## src/rtl/uc_booth4.sv

```systemverilog
// uc_booth4: control unit for a radix-4 Booth multiplier datapath.
// It sequences load, add/subtract, and 2-bit arithmetic shift over SIZE/2 iterations.
// Optional feature: define ZERO_SKIP_EN so that a zero triplet (000/111) shifts
// straight away in OP instead of spending an idle OP cycle before SHIFT.
module uc_booth4 #(
    parameter int SIZE = 4
) (
    input  logic clk,
    input  logic reset,
    input  logic inicio,
    input  logic q1,
    input  logic q0,
    input  logic q_menos1,
    output logic Carga_QM,
    output logic Borra,
    output logic Carga_A,
    output logic MoM2,
    output logic Resta,
    output logic Desplaza_AQ,
    output logic ocupado,
    output logic fin
);

    localparam int unsigned CNT_W = $clog2(SIZE / 2) + 1;
    localparam logic [CNT_W-1:0] HALF = CNT_W'(SIZE / 2);

    typedef enum logic [2:0] {
        IDLE  = 3'd0,
        LOAD  = 3'd1,
        OP    = 3'd2,
        SHIFT = 3'd3,
        DONE  = 3'd4
    } state_t;

    state_t           state;
    logic [CNT_W-1:0] cnt;
    logic [CNT_W-1:0] cnt_inc;
    logic             shift_q;
    logic [2:0]       trip;
    logic             in_op;
    logic             zero_trip;
    logic             dec_2m;
    logic             dec_sub;

    assign trip      = {q1, q0, q_menos1};
    assign in_op     = (state == OP);
    assign zero_trip = (trip == 3'b000) || (trip == 3'b111);
    assign cnt_inc   = cnt + CNT_W'(1);

    // Booth radix-4 triplet decode: select 2M and/or subtract.
    always_comb begin
        dec_2m  = 1'b0;
        dec_sub = 1'b0;
        case (trip)
            3'b011:  dec_2m = 1'b1;
            3'b100: begin
                dec_2m  = 1'b1;
                dec_sub = 1'b1;
            end
            3'b101,
            3'b110:  dec_sub = 1'b1;
            default: begin
                dec_2m  = 1'b0;
                dec_sub = 1'b0;
            end
        endcase
    end

    // Add/subtract strobes are only live in OP; MoM2/Resta are masked by Carga_A.
    assign Carga_A = in_op & ~zero_trip;
    assign MoM2    = Carga_A & dec_2m;
    assign Resta   = Carga_A & dec_sub;

`ifdef ZERO_SKIP_EN
    assign Desplaza_AQ = shift_q | (in_op & zero_trip);
`else
    assign Desplaza_AQ = shift_q;
`endif

    // State, iteration counter and registered state-based outputs.
    always_ff @(posedge clk) begin
        if (reset) begin
            state    <= IDLE;
            cnt      <= '0;
            Carga_QM <= 1'b0;
            Borra    <= 1'b0;
            shift_q  <= 1'b0;
            ocupado  <= 1'b0;
            fin      <= 1'b0;
        end else begin
            Carga_QM <= 1'b0;
            Borra    <= 1'b0;
            shift_q  <= 1'b0;
            case (state)
                IDLE: begin
                    fin <= 1'b0;
                    if (inicio) begin
                        state    <= LOAD;
                        Carga_QM <= 1'b1;
                        Borra    <= 1'b1;
                        ocupado  <= 1'b1;
                    end else begin
                        ocupado <= 1'b0;
                    end
                end
                LOAD: begin
                    cnt     <= '0;
                    state   <= OP;
                    ocupado <= 1'b1;
                end
                OP: begin
`ifdef ZERO_SKIP_EN
                    if (zero_trip) begin
                        // The shift already happened this cycle via Desplaza_AQ.
                        cnt <= cnt_inc;
                        if (cnt_inc == HALF) begin
                            state   <= DONE;
                            ocupado <= 1'b0;
                            fin     <= 1'b1;
                        end else begin
                            state   <= OP;
                            ocupado <= 1'b1;
                        end
                    end else begin
                        state   <= SHIFT;
                        shift_q <= 1'b1;
                        ocupado <= 1'b1;
                    end
`else
                    state   <= SHIFT;
                    shift_q <= 1'b1;
                    ocupado <= 1'b1;
`endif
                end
                SHIFT: begin
                    cnt <= cnt_inc;
                    if (cnt_inc == HALF) begin
                        state   <= DONE;
                        ocupado <= 1'b0;
                        fin     <= 1'b1;
                    end else begin
                        state   <= OP;
                        ocupado <= 1'b1;
                    end
                end
                DONE: begin
                    ocupado <= 1'b0;
                    if (!inicio) begin
                        state <= IDLE;
                        fin   <= 1'b0;
                    end else begin
                        fin <= 1'b1;
                    end
                end
                default: begin
                    state   <= IDLE;
                    ocupado <= 1'b0;
                    fin     <= 1'b0;
                end
            endcase
        end
    end

endmodule

```

## config.mk

```make
export PLATFORM = sky130hd
export DESIGN_NAME = uc_booth4
export DESIGN_NICKNAME = d
export VERILOG_FILES = /design/src/rtl/uc_booth4.sv
export SDC_FILE = /design/constraint.sdc
export NUM_CORES = 1
export LEC_CHECK = 0
export CORE_MARGIN = 2
export CORE_UTILIZATION = 25
export DETAILED_ROUTE_END_ITERATION = 12
export HOLD_SLACK_MARGIN = 0.15
export PLACE_DENSITY = 0.5
export SYNTH_ARGS = -nofsm -noshare
export SYNTH_HDL_FRONTEND = slang
export SYNTH_SLANG_ARGS = --single-unit
```

## constraint.sdc

```tcl
create_clock -name clk -period 1.3 [get_ports clk]
set_clock_uncertainty 0.1 [all_clocks]
set_input_delay 0.13 -clock clk [delete_from_list [all_inputs] [get_ports clk]]
set_output_delay 0.13 -clock clk [all_outputs]
set_load 0.05 [all_outputs]
```

==> results.yml <==
worst_setup_path:
  worstPathMaxFanout: 4
  worstPathArrival_ns: 1.11
  critical_path_class: "register to output port"
  worstPathRequired_ns: 1.07
  cp-start-kind: "register"
  critPathCaptureType: "output port"
yosys:
  syn_inst: 48
  synthMuxAreaShare_pct: 0
  synth_top_family_by_area: "simple AND/OR/NAND/NOR gates"
  yosys_warnings: 0
  synth_cell_type_count: 20
  yosys.area_share.simple_pct: 31.2
  synth_compound_area_share_pct: 15.9
  ys_seq_elements: 9
  synth.cell_area_sq_um: 417
  synth_adder_area_share_pct: 3.00
  synth_nets: 55
  postSynthAreaPerCell_sq_um: 8.68
  synthXorXnorAreaFrac_pct: 0
  synth_seq_area_share_pct: 43.2
floorplanning:
  die_x_um: 44.8
  fp.dieArea_sq_um: 2010
  start_util_pct: 27.0
  die_y_um: 44.8
  std_cell_rows: 14
  core_sq_um: 1540
  io_pins: 14
route:
  avgViaCountPerCell: 4.64
  via_count: 399
  drt-pass1-iter-count: 2
  ant_nets: 0
  post_drt_wl_per_cell_um: 11.1
  drc: 0
  drtIter0Drc: 3
  postRouteWirelength_um: 953
timing:
  fmax_ghz: 0.746
  final-setup-viol-count: 3
  rsz0062_at_grt: "true"
  hold_violations: 0
  setup_slack_ns: -0.0406
  worst_pin_slew_ns: 0.194
  period_needed_ns: 1.34
  fin_crit_sh_pct: 103
  drv_slew: 0
  slew_headroom_pct: 87.0
  timing.hold.ws_ns: 0.358
finish:
  fillerInstances: 148
  drive_gt1_share_pct: 47.1
  utilization_pct: 50.2
  nets: 78
  area_growth_pct: 85.6
  mostFrequentLayoutCells: "buf_12 (8), buf_4 (8), dfxtp_1 (7), nand2_1 (5), nor2_1 (4)"
  diodes: 0
run_status:
  outcome: "complete, but fails checks"
  failed_checks: "setup timing"
cts:
  cts_htree_levels: 1
  hold_buffers: 0
  cts-root-buf: "clkbuf_4"
  cts_buffers: 3
  clockBufferDepth: 2
  clkTransAtPathRegs_ns: 0.06
  cts_tree: "built"
  cts.sinks: 9
  clk_latency_ns: 0.26
placement:
  gp_congestion: 0.642
  port_buffers: 13
  dp_hpwl_um: 641
power_and_ir_drop:
  leakage_nw: 0.306
  power_mw: 0.775
  vdd_ir_drop_max_mv: 0.358
  p_per_area_nw_per_um2: 1000
grt:
  grt.overflow.total: 0
  grt_pass1_vias: 398
  grt_pass1_wl_um: 1700
  antenna_found_initial: 0
  grt_max_degree: 9
  track_usage_pct: 12.0
min_path:
  min_path_type: "register to register"
run:
  drv_cap: 0
==> flip-flops by register name, summed over array words and instances (netlist names) <==
register     count
ocupado          1
Desplaza_AQ      1
Borra            1
state            3
cnt              2
fin              1
==> where the power goes <==
part           leakage [nW]  switching, mW  internal [mW]  total, mW
registers            0.0746         0.0160          0.293      0.309
logic                 0.216          0.127          0.121      0.248
clock network        0.0150          0.100          0.118      0.219
==> cells by family (layout without fill, tap and decap cells) <==
| family | count (synthesis) | after routing |
|---|---|---|
| simple gates | 25 | 25 |
| fa+ha+maj | 1 | 1 |
| buf+inv | 4 | 26 |
| compound gates | 9 | 9 |
| flops | 9 | 9 |
==> worst max-delay path: stages (launching register included) <==
cell and delay, ns:
dfxtp_2 0.34, nor2_4 0.12, nand2_4 0.09, a21oi_4 0.15, buf_12 0.15
==> cell type report <==
cell class,count,area [sq um],share of cell area (%)
Clock buffer,4,26.3,3.40
Sequential cell,9,183,23.6
Tap cell,16,20.0,2.59
Timing Repair Buffer,21,267,34.5
Inverter,1,3.75,0.485
Multi-Input combinational cell,35,274,35.4
==> per-layer routing <==
| metal | wire (um) | vias to the layer above | GRT usage [%] |
|---|---|---|---|
| li1 | - | 205 | - |
| met1 | 436 | 175 | 15.5 |
| met2 | 431 | 17 | 17.4 |
| met3 | 68 | 2 | 2.80 |
| met4 | 16 | 0 | 8.82 |
| met5 | 0 | - | 0 |
==> Yosys cell counts <==
| master | count | area, sq um |
|---|---|---|
| buf_6 | 1 | 11.3 |
| dfxtp_1 | 9 | 180 |
| nand2_1 | 6 | 22.5 |
| nand3_1 | 3 | 15.0 |
| o21bai_1 | 1 | 7.51 |
| nor2_1 | 7 | 26.3 |
| a221oi_2 | 1 | 15.0 |
| inv_1 | 1 | 3.75 |
| nor3_2 | 1 | 10.0 |
| buf_2 | 1 | 5.00 |
| a21oi_1 | 5 | 25.0 |
| and2b_1 | 1 | 7.51 |
| and3b_1 | 1 | 8.76 |
| nand2b_1 | 2 | 12.5 |
| o21bai_2 | 1 | 11.3 |
| o21a_1 | 1 | 7.51 |
| ha_1 | 1 | 12.5 |
| or2_2 | 2 | 12.5 |
| buf_4 | 1 | 7.51 |
| nand3b_1 | 2 | 15.0 |
==> metrics by stage <==
step | TNS [ns] | instance area, sq um | worst slack, ns | std cells
3_3_place_gp | -0.558 | 661 | -0.287 | 79
3_5_place_dp | -0.560 | 661 | -0.290 | 79
6_report | -0.0996 | 773 | -0.0406 | 86
4_1_cts | -0.158 | 722 | -0.0598 | 86
5_1_grt | -0.282 | 773 | -0.103 | 86
2_1_floorplan | -0.601 | 417 | -0.235 | 48
==> worst paths after layout <==
check	from	endpoint	slack, ns	depth (start not counted)
setup / recovery	state[2]	Carga_A	-0.04	4
hold / removal	cnt[1]	cnt[1]	0.36	2
setup reg to reg	state[0]	fin	0.08	5
hold reg to reg	cnt[1]	cnt[1]	0.36	2
==> repair_timing <==
action,4_1_cts,5_1_grt
resized for setup,9,10
setup endpoints to repair,3,4
setup buffers,3,0
hold endpoints to repair,0,0
pin swaps,5,4
Note: power is estimated with default switching activity, not from simulation.
